File: config.mk
export PLATFORM = sky130hd
export DESIGN_NAME = dmem_ctrl
export DESIGN_NICKNAME = d
export VERILOG_FILES = /design/src/rtl/dmem_ctrl_pkg.sv /design/src/rtl/dmem_ctrl_load_align.sv /design/src/rtl/dmem_ctrl.sv
export SDC_FILE = /design/constraint.sdc
export NUM_CORES = 1
export LEC_CHECK = 0
export ABC_AREA = 1
export CORE_UTILIZATION = 45
export CTS_BUF_LIST = sky130_fd_sc_hd__clkbuf_8
export CTS_CLUSTER_DIAMETER = 150
export DETAILED_ROUTE_END_ITERATION = 10
export PLACE_DENSITY = 0.81
export SLEW_MARGIN = 20
export SYNTH_ARGS = -nofsm -noshare
export SYNTH_HDL_FRONTEND = slang
export SYNTH_SLANG_ARGS = --single-unit
File: constraint.sdc
create_clock -name clk -period 1.8 [get_ports clk]
set_clock_uncertainty 0.2 [all_clocks]
set_input_delay 0.27 -clock clk [delete_from_list [all_inputs] [get_ports clk]]
set_output_delay 0.27 -clock clk [all_outputs]
set_load 0.01 [all_outputs]
File: src/rtl/dmem_ctrl_pkg.sv
// Shared types for the data-memory controller: load/store width encodings,
// controller state enum and the alignment-check helper.
package dmem_ctrl_pkg;

    typedef enum logic [2:0] {
        F3_B  = 3'b000,
        F3_H  = 3'b001,
        F3_W  = 3'b010,
        F3_BU = 3'b100,
        F3_HU = 3'b101
    } load_funct3_t;

    typedef enum logic [1:0] {
        IDLE  = 2'd0,
        BUSY  = 2'd1,
        DONE  = 2'd2,
        DRAIN = 2'd3
    } dmem_state_t;

    // funct3[1:0] gives the access size for loads and stores alike
    function automatic logic is_misaligned(input logic [2:0] funct3, input logic [1:0] offset);
        case (funct3[1:0])
            2'b01:   return offset[0];
            2'b10:   return offset != 2'b00;
            default: return 1'b0;
        endcase
    endfunction

endpackage

File: src/rtl/dmem_ctrl_load_align.sv
// Selects the addressed byte/halfword from a cache word and sign- or
// zero-extends it according to the load width.
import dmem_ctrl_pkg::*;

module dmem_load_align (
    input  logic [31:0] rdata,
    input  logic [1:0]  offset,
    input  logic [2:0]  funct3,
    output logic [31:0] data
);

    logic [31:0] shifted;

    assign shifted = rdata >> {offset, 3'b000};

    always_comb begin
        data = rdata;
        case (load_funct3_t'(funct3))
            F3_B:    data = {{24{shifted[7]}}, shifted[7:0]};
            F3_BU:   data = {24'h0, shifted[7:0]};
            F3_H:    data = {{16{shifted[15]}}, shifted[15:0]};
            F3_HU:   data = {16'h0, shifted[15:0]};
            default: data = rdata;
        endcase
    end

endmodule

File: src/rtl/dmem_ctrl.sv
// Data-memory controller between the load/store queue head and the data cache.
// One access at a time; result goes back to the LSQ and out on the CDB.
//
// state | meaning
// IDLE  | waiting for a load/store at the queue head
// BUSY  | cache request outstanding
// DONE  | response/broadcast cycle, back to IDLE next
// DRAIN | flushed while outstanding, wait for cache to finish
import dmem_ctrl_pkg::*;

module dmem_ctrl (
    input  logic        clk,
    input  logic        rst,
    input  logic        flush_ip,
    input  logic        lsq_read,
    input  logic        lsq_write,
    input  logic [31:0] lsq_addr,
    input  logic [2:0]  lsq_funct3,
    input  logic [3:0]  lsq_mbe,
    input  logic [31:0] lsq_wdata,
    input  logic [2:0]  lsq_tag,
    output logic        lsq_resp,
    output logic        dmem_read,
    output logic        dmem_write,
    output logic [31:0] dmem_address,
    output logic [31:0] dmem_wdata,
    output logic [3:0]  dmem_mbe,
    input  logic [31:0] dmem_rdata,
    input  logic        dmem_resp,
    output logic        cdb_valid,
    output logic [2:0]  cdb_tag,
    output logic [31:0] cdb_data,
    output logic        misaligned
);

    dmem_state_t state;
    logic [31:0] addr_q;
    logic [2:0]  funct3_q;
    logic [3:0]  mbe_q;
    logic [31:0] wdata_q;
    logic [2:0]  tag_q;
    logic        is_read_q;
    logic [31:0] load_data;
    logic        req_active;

    dmem_load_align u_align (
        .rdata  (dmem_rdata),
        .offset (addr_q[1:0]),
        .funct3 (funct3_q),
        .data   (load_data)
    );

    // cache request is a pure function of state so async reset drops it at once
    assign req_active   = (state == BUSY) || (state == DRAIN);
    assign dmem_read    = req_active & is_read_q;
    assign dmem_write   = req_active & ~is_read_q;
    assign dmem_address = {addr_q[31:2], 2'b00};
    assign dmem_wdata   = wdata_q << {addr_q[1:0], 3'b000};
    assign dmem_mbe     = is_read_q ? 4'hF : mbe_q;

    always_ff @(posedge clk or negedge rst) begin
        if (!rst) begin
            state      <= IDLE;
            addr_q     <= '0;
            funct3_q   <= '0;
            mbe_q      <= '0;
            wdata_q    <= '0;
            tag_q      <= '0;
            is_read_q  <= 1'b0;
            lsq_resp   <= 1'b0;
            cdb_valid  <= 1'b0;
            cdb_tag    <= '0;
            cdb_data   <= '0;
            misaligned <= 1'b0;
        end else begin
            lsq_resp   <= 1'b0;
            cdb_valid  <= 1'b0;
            misaligned <= 1'b0;
            case (state)
                IDLE: begin
                    if ((lsq_read || lsq_write) && !flush_ip) begin
                        addr_q    <= lsq_addr;
                        funct3_q  <= lsq_funct3;
                        mbe_q     <= lsq_mbe;
                        wdata_q   <= lsq_wdata;
                        tag_q     <= lsq_tag;
                        is_read_q <= lsq_read;
                        if (is_misaligned(lsq_funct3, lsq_addr[1:0])) begin
                            state      <= DONE;
                            lsq_resp   <= 1'b1;
                            cdb_valid  <= 1'b1;
                            cdb_tag    <= lsq_tag;
                            cdb_data   <= '0;
                            misaligned <= 1'b1;
                        end else begin
                            state <= BUSY;
                        end
                    end
                end
                BUSY: begin
                    if (dmem_resp) begin
                        // a flush coinciding with the response still retires the head
                        state     <= DONE;
                        lsq_resp  <= 1'b1;
                        cdb_valid <= !flush_ip;
                        cdb_tag   <= tag_q;
                        cdb_data  <= is_read_q ? load_data : 32'h0;
                    end else if (flush_ip) begin
                        state <= DRAIN;
                    end
                end
                DONE: begin
                    state <= IDLE;
                end
                DRAIN: begin
                    if (dmem_resp) begin
                        state    <= IDLE;
                        lsq_resp <= 1'b1;
                    end
                end
                default: state <= IDLE;
            endcase
        end
    end

endmodule

Yosys cells after proc, flatten, opt, wreduce, memory -nomap -nowiden

Index checks and enable logic that the tools add are counted.

Register bits: 115
Bits of input ports: 112
Output and inout port bits: 108
Word-level logic and storage cells: 69

Equality and inequality tests: 13
Shift operators: 2
Multiplexer cells: 27
Bitwise logic cells: 3
Reductions and logical operators: 12

Operators by type and width:

| kind                                                             | number |
|---|---|
| 32-bit 2-to-1 mux                                                | 4 |
| 32-bit case mux with 4 select lines                              | 1 |
| 32-bit case mux with 2 select lines                              | 1 |
| 32-bit by 5-bit left shift with 32-bit output                    | 1 |
| 32-bit by 5-bit right shift with 16-bit output                   | 1 |
| 2-bit 2-to-1 mux                                                 | 5 |
| 3-bit 2-to-1 mux                                                 | 3 |
| 2-bit != test (second input constant)                            | 4 |
| 2-bit case mux with 4 select lines                               | 1 |
| 1-bit 2-to-1 mux                                                 | 7 |
| 2-bit == test (second input constant)                            | 3 |
| 3-bit == test (second input constant)                            | 2 |
| 1-bit case mux with 2 select lines                               | 3 |
| 3-bit case mux with 2 select lines                               | 1 |
| 2-bit by 1-bit == test with 1-bit output (second input constant) | 2 |
| 4-bit 2-to-1 mux                                                 | 1 |
| 4-bit AND reduction                                              | 1 |
| 2-bit nonzero test                                               | 2 |
| 3-bit by 1-bit == test with 1-bit output (second input constant) | 1 |
| 3-bit logical NOT                                                | 1 |
| 3-bit != test (second input constant)                            | 1 |
| 3-bit AND reduction                                              | 1 |
| 1-bit bitwise AND                                                | 2 |
| 2-bit logical NOT                                                | 1 |
| 6 further kinds                                                  | 7 |

Logic depth before layout (Yosys ltp)

Gate-level depths: netlist (run 1).

Depth after elaboration: 7
Mapped depth: 11
Depth with buffers taken out: 10

Modules after synthesis

A second synthesis (run 1) with hierarchy kept.

Cells, all modules: 917
Area, all modules: 6,510.0 um^2

By module, submodules not included:

| module          | instances | cells each | area each (um^2) | sequential area each (um^2) |
|---|---|---|---|---|
| dmem_ctrl       | 1         | 723        | 5,631.7          | 2,877.8 |
| dmem_load_align | 1         | 194        | 878.3            | 0.0 |

Worst setup path after synthesis (run 1)

OpenSTA, ideal clock, no wires.

Path type: reg-to-output
From: register addr_q[0]
To: output port dmem_wdata[17]
Data arrival time: 1.303 ns
Setup slack: 0.027 ns
Cell stages (with the launch flop): 6
Cells stage by stage: dfrtp_1 -> inv_2 -> buf_2 -> clkbuf_1 -> nand2_1 -> o22ai_1

Longest elaborated chain between the ends: 1

RTL lines:

| what                                          | RTL line        | RTL |
|---|---|---|
| start: declaration                            | dmem_ctrl.sv:37 | `logic [31:0] addr_q;` |
| start signal: assignment                      | dmem_ctrl.sv:82 | `addr_q <= lsq_addr;` |
| 32-bit by 5-bit left shift with 32-bit output | dmem_ctrl.sv:58 | `assign dmem_wdata = wdata_q << {addr_q[1:0], 3'b000};` |
| end: declaration                              | dmem_ctrl.sv:26 | `output logic [31:0] dmem_wdata,` |

Every way passes these cells.

Final worst setup path (run 1)

From: register addr_q[0]
To: output port dmem_wdata[27]

The elaborated chain is that of the path after synthesis.

==> impl_metrics.py, run 1 <==
metrics = {
    "run_status": {
        "status": "complete, but fails checks",
        "violations": "setup timing",
    },
    "yosys": {
        "seq_area_frac_synth_pct": 48.3,
        "synthFlopType": "dfrtp_1",
        "synth_edf_count": 0,
        "synthArstFlopShare_pct": 100,
        "ys_ff_latch": 115,
        "yosysMostFrequentCell": "nand2_1",
        "ys_warn_count": 0,
        "synthesis.instances": 704,
        "synthTopCellsByArea": "dfrtp_1 (48%), nand2_1 (13%), mux2_2 (11%)",
        "yosysTopAreaCell": "dfrtp_1",
        "synth_area_um2": 5960,
        "yosysTopAreaCellShare_pct": 48.3,
        "syn_area_per_cell_um2": 8.47,
        "synth_common_cells": "nand2_1 (211), dfrtp_1 (115), nor2_1 (77)",
        "synth_cell_type_count": 28,
    },
    "worst_setup_path": {
        "cp-start-kind": "flop",
        "r2r-start": "addr_q[0]",
        "required_ns": 1.33,
        "criticalPathCategory": "reg2out",
        "critPathMaxFanout": 14,
        "cp-startpoint": "addr_q[0]",
        "cp-end-kind": "primary output",
        "worstPathArrival_ns": 1.64,
    },
    "job": {
        "max_cap_violations": 0,
    },
    "clock_network": {
        "cts_buffers": 17,
        "root_buffer": "clkbuf_8",
        "clk_latency_ns": 0.44,
        "clk_pin_slew_ns": 0.07,
        "cts_buffer_depth": 2,
        "cts_tree": "done",
        "htree_levels": 4,
        "clock-sinks": 115,
    },
    "global_routing": {
        "grt_usage_pct": 27.3,
        "first_global_vias": 5606,
        "grt_pass1_wl_mm": 27.9,
        "grt_overflow_total": 0,
        "grt_max_degree": 38,
        "antenna_found_initial": 0,
    },
    "floorplanning": {
        "die_w_um": 117,
        "die_h_um": 117,
        "coreArea_um2": 12800,
        "rows": 41,
        "io_pins": 220,
        "die-area_um2": 13700,
        "initial_utilization_pct": 46.7,
    },
    "drt": {
        "ant_nets": 0,
        "post-route-drc-count": 0,
        "via_count": 5712,
        "drt_pass1_iterations": 8,
        "post_drt_wl_per_cell_um": 16.8,
        "drt-initial-drc-count": 493,
        "routed_wl_mm": 18.7,
        "via_per_inst": 5.13,
    },
    "timing": {
        "holdWs_ns": 0.0967,
        "setup_slack_ns": -0.308,
        "min_period_ns": 2.11,
        "slew_violations": 0,
        "clock.fmax_mhz": 474,
        "setup_viol": 57,
        "hold_viol": 0,
        "grt_setup_unrepaired": "true",
        "fin_crit_sh_pct": 117,
    },
    "layout": {
        "nFillCells": 920,
        "fin_util_pct": 73.0,
        "multiInputGateArea_um2": 2810,
        "seqCellArea_um2": 2880,
        "drive_above_1_share_pct": 28.3,
        "areaGrowthSynthToFinish_pct": 56.5,
        "antenna_cells": 0,
        "final_nets": 1043,
    },
    "pwr": {
        "power.density_nw_per_um2": 1760,
        "worst_ir_drop_vdd_uv": 1030,
        "p_leak_nw": 4.77,
    },
    "place": {
        "dp_hpwl_mm": 12.1,
        "routabilityCongestion": 0.915,
        "io_buffers": 217,
    },
    "worst_hold_path": {
        "holdCritPathClass": "in2async",
    },
}
layer usage:
| metal | vias up | share of wire, % | track usage, % | wire [µm] |
|---|---|---|---|---|
| met5 | - | 0 | 0 | 0 |
| met3 | 58 | 9.7 | 9.89 | 1810 |
| met2 | 322 | 48 | 44.9 | 8870 |
| met4 | 0 | 3.6 | 15.0 | 681 |
| li1 | 2672 | - | - | - |
| met1 | 2660 | 39 | 31.1 | 7310 |
metrics by stage:
stage | TNS, ns | cells | setup slack [ns] | total power, mW | instance area (µm²)
2_1_floorplan | 0 | 705 | 0.0270 | 8.83 | 5960
3_3_place_gp | -21.19 | 1060 | -0.415 | 12.2 | 8310
3_5_place_dp | -24.51 | 1060 | -0.468 | 12.4 | 8310
4_1_cts | -9.11 | 1109 | -0.337 | 15.6 | 9020
5_1_grt | -13.21 | 1114 | -0.388 | 17.5 | 9330
6_report | -8.02 | 1114 | -0.308 | 16.5 | 9330
power breakdown:
part / switching [mW] / internal [mW]
logic: 4.55 / 4.39
clock network: 1.10 / 1.90
registers: 0.784 / 3.73
total: 6.44 / 10.0
kinds of logic after synthesis:
kind of cell	count (synthesis)	share of synthesized area [%]
compound gates	81	7.26
fa+ha+maj	2	0.420
buf+inv	115	10.4
flops	115	48.3
mux	60	11.3
other cells	1	0.0629
simple gates	330	22.3
flip-flops by register name, summed over array words and instances, names as in the netlist:
signal and flops:
addr_q 32, cdb_data 32, wdata_q 32, mbe_q 4
cdb_tag 3, funct3_q 3, tag_q 3, state 2
cdb_valid 1, is_read_q 1, lsq_resp 1, misaligned 1
area by class of cell:
class / count / share of cell area, %
Clock buffer: 20 / 2.95
Clock inverter: 12 / 2.43
Inverter: 48 / 2.05
Multi-Input combinational cell: 475 / 30.1
Sequential cell: 115 / 30.9
Tap cell: 172 / 2.31
Timing Repair Buffer: 272 / 29.2
worst max-delay path: stages, from the launching register on:
cell	delay (ns)
dfrtp_2	0.46
inv_4	0.10
buf_12	0.15
o21ai_2	0.07
a21oi_1	0.19
a21oi_1	0.07
buf_2	0.15
layout by cell type (no fill, tap or decap), types with 9 or more instances in the layout:
master / Yosys / routed
a21oi_1: 30 / 28
buf_12: 0 / 16
buf_2: 19 / 31
buf_4: 38 / 24
buf_6: 3 / 10
clkbuf_8: 0 / 20
clkdlybuf4s50_1: 0 / 110
dfrtp_1: 115 / 113
dlygate4sd2_1: 0 / 68
inv_1: 45 / 44
mux2_2: 57 / 57
nand2_1: 211 / 187
nand2_2: 1 / 18
nand3_1: 20 / 9
nand3_2: 3 / 9
nor2_1: 77 / 73
o21ai_0: 34 / 12
o21ai_1: 3 / 10
o21ai_2: 0 / 14
what timing repair did:
item | CTS | global route
hold buffers | 1 | 0
gates resized for setup | 289 | 69
hold endpoints to repair | 115 | 0
buffers inserted | 13 | 2
gates cloned | 4 | 4
endpoints found under the setup margin | 114 | 129
pin swaps | 12 | 14
path summary, 6_finish.rpt:
check                      slack [ns]             end  cells past startpoint
min                               0.1      wdata_q[9]                      2
min in group clk                 0.20      wdata_q[3]                      3
min reg2reg                      0.27    cdb_data[29]                      2
max in group asynchronous        0.74       is_read_q                      3
max                             -0.31  dmem_wdata[27]                      6
max reg2reg                     -0.12     cdb_data[9]                     12
(Power assumes the default switching activity.)
==> run 2, diff against run 1 <==
--- a/config.mk
+++ b/config.mk
@@ -10,7 +10,7 @@
 export CTS_BUF_LIST = sky130_fd_sc_hd__clkbuf_8
 export CTS_CLUSTER_DIAMETER = 150
 export DETAILED_ROUTE_END_ITERATION = 10
-export PLACE_DENSITY = 0.81
+export PLACE_DENSITY = 0.87
 export SLEW_MARGIN = 20
 export SYNTH_ARGS = -nofsm -noshare
 export SYNTH_HDL_FRONTEND = slang
==> impl_metrics.py, run 2 (synthesis results as in run 1) <==
metrics = {
    "clock_network": {
        "clk_latency_ns": 0.45,
        "root_buffer": "clkbuf_8",
        "htree_levels": 4,
        "cts_tree": "done",
        "clock-sinks": 115,
        "cts_buffer_depth": 2,
        "clk_pin_slew_ns": 0.07,
        "cts_buffers": 17,
    },
    "global_routing": {
        "antenna_found_initial": 0,
        "grt_overflow_total": 0,
        "grt_max_degree": 50,
        "grt_pass1_wl_mm": 28.7,
        "first_global_vias": 5852,
        "grt_usage_pct": 28.3,
    },
    "layout": {
        "layout_commonest_cell": "nand2_1",
        "antenna_cells": 0,
        "reg_top3": "addr_q x32, cdb_data x32, wdata_q x32",
        "final_nets": 1068,
        "areaGrowthSynthToFinish_pct": 60.1,
        "drive_above_1_share_pct": 31.1,
        "fin_util_pct": 74.7,
        "final_cell_mix": "nand2_1 (179), dfrtp_1 (112), clkdlybuf4s50_1 (109)",
    },
    "drt": {
        "ant_nets": 0,
        "post_drt_wl_per_cell_um": 17.5,
        "via_per_inst": 5.25,
        "drt_pass1_iterations": 5,
        "drt-initial-drc-count": 533,
        "via_count": 5975,
        "post-route-drc-count": 0,
        "routed_wl_mm": 20.0,
    },
    "worst_setup_path": {
        "cp-end-kind": "primary output",
        "r2r-end": "cdb_data[7]",
        "worstPathArrival_ns": 1.67,
        "cp-start-kind": "flop",
        "required_ns": 1.33,
        "worst-path-buf-inv": 4,
        "critical_path_depth": 7,
        "criticalPathCategory": "reg2out",
        "critPathSlowestCell": "dfrtp_2",
        "crit_end": "dmem_wdata[25]",
        "crit_chain": "inv_4 > buf_12 > buf_16 > o21ai_4 > a21oi_2 > a21oi_2 > buf_2",
        "reg2reg_depth": 11,
        "reg2reg_slack_ns": -0.06,
        "path_delay_family": "buffers and inverters",
        "critPathMaxFanout": 6,
        "r2r-start": "addr_q[0]",
        "worst_path_most_repeated_cell": "a21oi_2",
        "critical_path.max_stage_delay_ns": 0.43,
        "cp-startpoint": "addr_q[0]",
    },
    "worst_hold_path": {
        "holdCritPathClass": "in2async",
    },
    "place": {
        "io_buffers": 217,
        "routabilityCongestion": 0.912,
        "dp_hpwl_mm": 12.5,
    },
    "pwr": {
        "power.density_nw_per_um2": 1750,
        "worst_ir_drop_vdd_uv": 1130,
        "p_leak_nw": 4.88,
    },
    "timing": {
        "slew_violations": 0,
        "fin_setup_tns_ns": -9.10,
        "grt_setup_unrepaired": "true",
        "hold_viol": 0,
        "min_period_ns": 2.14,
        "fin_crit_sh_pct": 119,
        "clock.fmax_mhz": 467,
        "setup_viol": 62,
        "setup_slack_ns": -0.341,
    },
    "job": {
        "max_cap_violations": 0,
    },
    "floorplanning": {
        "die_h_um": 117,
        "die_w_um": 117,
        "initial_utilization_pct": 46.7,
        "io_pins": 220,
        "coreArea_um2": 12800,
        "die-area_um2": 13700,
        "rows": 41,
    },
    "run_status": {
        "violations": "setup timing",
        "status": "complete, but fails checks",
    },
}
==> run 2: changes by cell type in the layout (fill, tap and decap cells not counted), sizes merged, moves of 2 or more <==
cell    before  now
clkbuf      26   22
buf         87  112
inv         47   49
bufinv       6    3
clkinv       5    8
==> run 2: stage by stage <==
| stage | area, µm² | hold slack (ns) | instances | worst slack [ns] | power, mW |
|---|---|---|---|---|---|
| 2_1_floorplan | 5960 | -0.226 | 705 | 0.0270 | 8.83 |
| 3_3_place_gp | 8410 | 0.0294 | 1075 | -0.478 | 12.3 |
| 3_5_place_dp | 8410 | 0.0304 | 1075 | -0.538 | 12.6 |
| 4_1_cts | 9080 | 0.0840 | 1126 | -0.346 | 15.5 |
| 5_1_grt | 9540 | 0.0892 | 1139 | -0.418 | 17.6 |
| 6_report | 9540 | 0.0821 | 1139 | -0.341 | 16.7 |
==> run 2: final cells by class <==
class	count	area [µm²]
clock buffers	17	234
clock inverters	15	184
fillers	839	3230
inverters	48	190
multi-input cells	475	2880
flip-flops and latches	115	2880
well taps	172	215
repair buffers	297	2960
==> run 2: metal layers <==
metal,global-route usage [%],up-vias,part of all wire (%)
li1,-,2727,-
met1,32.9,2798,37
met2,45.8,375,48
met3,9.58,75,9.7
met4,16.2,0,4.4
met5,0,-,0
==> run 2: worst min-delay path by stage <==
stage	from	end	slack, ns	depth (start not counted)
floorplan	rst	addr_q[0]	-0.23	0
global placement	rst	cdb_data[0]	0.03	1
detailed placement	rst	cdb_data[0]	0.03	1
CTS	rst	cdb_data[0]	0.08	2
global route	lsq_funct3[0]	funct3_q[0]	0.09	4
finish	rst	cdb_data[0]	0.08	2
==> run 2: power by group <==
part           switching [mW]  leakage (nW)  internal, mW
clock network            1.19         0.203          1.38
registers               0.825          1.42          3.73
logic                    4.80          3.27          4.75
total                    6.82          4.88          9.86
==> run 2: repair_timing <==
item | CTS | global route
hold buffers | 1 | 0
buffers inserted | 13 | 11
hold endpoints to repair | 115 | 0
pin swaps | 13 | 37
cloned | 5 | 6
gates resized for setup | 286 | 105
endpoints found under the setup margin | 137 | 73
==> run 3, diff against run 2 <==
--- a/config.mk
+++ b/config.mk
@@ -10,8 +10,10 @@
 export CTS_BUF_LIST = sky130_fd_sc_hd__clkbuf_8
 export CTS_CLUSTER_DIAMETER = 150
 export DETAILED_ROUTE_END_ITERATION = 10
-export PLACE_DENSITY = 0.87
+export DONT_BUFFER_PORTS = 1
+export PLACE_DENSITY = 0.66
 export SLEW_MARGIN = 20
 export SYNTH_ARGS = -nofsm -noshare
 export SYNTH_HDL_FRONTEND = slang
 export SYNTH_SLANG_ARGS = --single-unit
+export TNS_END_PERCENT = 50
==> impl_metrics.py, run 3 (synthesis results as in run 1) <==
metrics = {
    "run_status": {
        "status": "complete, but fails checks",
        "violations": "hold timing, setup timing",
    },
    "global_routing": {
        "grt_pass1_wl_mm": 26.7,
        "busiest_layer": "met2",
        "first_global_vias": 5353,
        "grt_overflow_total": 0,
        "grt_max_degree": 116,
        "grt_usage_pct": 26.0,
        "use_met2_pct": 43.2,
        "antenna_found_initial": 2,
        "gr-usage-met1_pct": 30.0,
        "met3_usage_pct": 9.11,
    },
    "layout": {
        "final_nets": 940,
        "layout_commonest_cell": "nand2_1",
        "drive_above_1_share_pct": 27.0,
        "areaGrowthSynthToFinish_pct": 40.1,
        "nFillCells": 952,
        "final_cell_mix": "nand2_1 (199), dfrtp_1 (113), dlygate4sd3_1 (108)",
        "reg_top3": "addr_q x32, cdb_data x32, wdata_q x32",
    },
    "job": {
        "max_cap_violations": 0,
    },
    "worst_setup_path": {
        "crit_chain": "inv_6 > buf_8 > nand2_1 > o22ai_2",
        "critPathMaxFanout": 10,
        "critical_path.max_stage_delay_ns": 0.47,
        "critPathSlowestCell": "dfrtp_2",
        "cp-start-kind": "flop",
        "required_ns": 1.33,
        "criticalPathCategory": "reg2out",
        "cp-end-kind": "primary output",
        "worstPathArrival_ns": 1.56,
        "worst-path-buf-inv": 2,
        "path_delay_family": "flip-flops",
    },
    "clock_network": {
        "clk_latency_ns": 0.43,
        "htree_levels": 4,
        "cts_buffers": 17,
        "cts_tree": "done",
        "clk_pin_slew_ns": 0.07,
        "cts_hold_buf": 109,
        "cts_buffer_depth": 2,
        "root_buffer": "clkbuf_8",
        "clock-sinks": 115,
    },
    "floorplanning": {
        "initial_utilization_pct": 46.7,
        "io_pins": 220,
        "rows": 41,
        "die_w_um": 117,
        "die-area_um2": 13700,
        "die_h_um": 117,
        "coreArea_um2": 12800,
    },
    "timing": {
        "grt_setup_unrepaired": "true",
        "hold_viol": 115,
        "setup_viol": 34,
        "min_period_ns": 2.03,
        "clock.fmax_mhz": 493,
        "holdWs_ns": -0.673,
        "fin_setup_tns_ns": -4.52,
        "setup_slack_ns": -0.227,
        "fin_crit_sh_pct": 113,
        "slew_violations": 0,
    },
    "drt": {
        "via_per_inst": 5.38,
        "routed_wl_mm": 18.9,
        "drt_pass1_iterations": 6,
        "post_drt_wl_per_cell_um": 18.7,
        "ant_nets": 0,
        "drt-initial-drc-count": 431,
        "via_count": 5449,
        "post-route-drc-count": 0,
    },
    "place": {
        "routabilityCongestion": 0.857,
        "dp_hpwl_mm": 10.9,
        "io_buffers": 0,
    },
    "pwr": {
        "power.density_nw_per_um2": 1770,
        "worst_ir_drop_vdd_uv": 1040,
        "p_leak_nw": 4.07,
        "finalPower_mw": 14.7,
    },
    "worst_hold_path": {
        "holdCritPathClass": "in2async",
    },
}
run 3: power by group:
| part | leakage, nW | internal (mW) | switching, mW |
|---|---|---|---|
| clock | 0.234 | 1.74 | 1.06 |
| combinational | 2.42 | 3.16 | 3.82 |
| sequential | 1.42 | 3.74 | 1.22 |
run 3: final timing paths:
check | start | endpoint | slack, ns | cells after the start
hold reg to reg | tag_q[2] | tag_q[2] | 0.31 | 2
setup / recovery | addr_q[0] | dmem_wdata[18] | -0.23 | 4
min in group clk | dmem_rdata[14] | cdb_data[6] | 0.03 | 6
max in group asynchronous | rst | addr_q[1] | 1.91 | 0
setup reg to reg | addr_q[0] | cdb_data[12] | -0.07 | 12
hold / removal | rst | cdb_data[16] | -0.67 | 0
run 3: layer usage:
metal | wire length [µm] | vias to the layer above
met1 | 7250 | 2581
met3 | 1760 | 71
li1 | - | 2472
met5 | 0 | -
met4 | 783 | 0
met2 | 9130 | 325
run 3: what timing repair did:
action | CTS | global route
endpoints found under the setup margin | 39 | 76
pin swaps | 7 | 12
hold endpoints to repair | 230 | 115
setup buffers | 6 | 14
gates resized for setup | 78 | 51
gates cloned | 0 | 6
run 3: final cells by class:
type,count,area (µm²),share of cell area (%)
multi-input cells,475,2810,33.6
well taps,172,215,2.58
flip-flops and latches,115,2880,34.5
inverters,48,189,2.26
clock inverters,10,183,2.19
diodes,3,7.51,0.0899
clock buffers,20,275,3.30
repair buffers,169,1790,21.5
run 3: through the flow:
step           util (%)  std cells  worst slack, ns  hold slack, ns  cell area [µm²]
3_5_place_dp       47.6        844          -0.0626          -0.221             6080
3_3_place_gp       47.6        844          -0.0163          -0.222             6080
4_1_cts            62.0        989           -0.200          -0.710             7930
6_report           65.4       1012           -0.227          -0.673             8350
5_1_grt            65.4       1011           -0.286          -0.711             8350
2_1_floorplan         -        705           0.0270          -0.226             5960
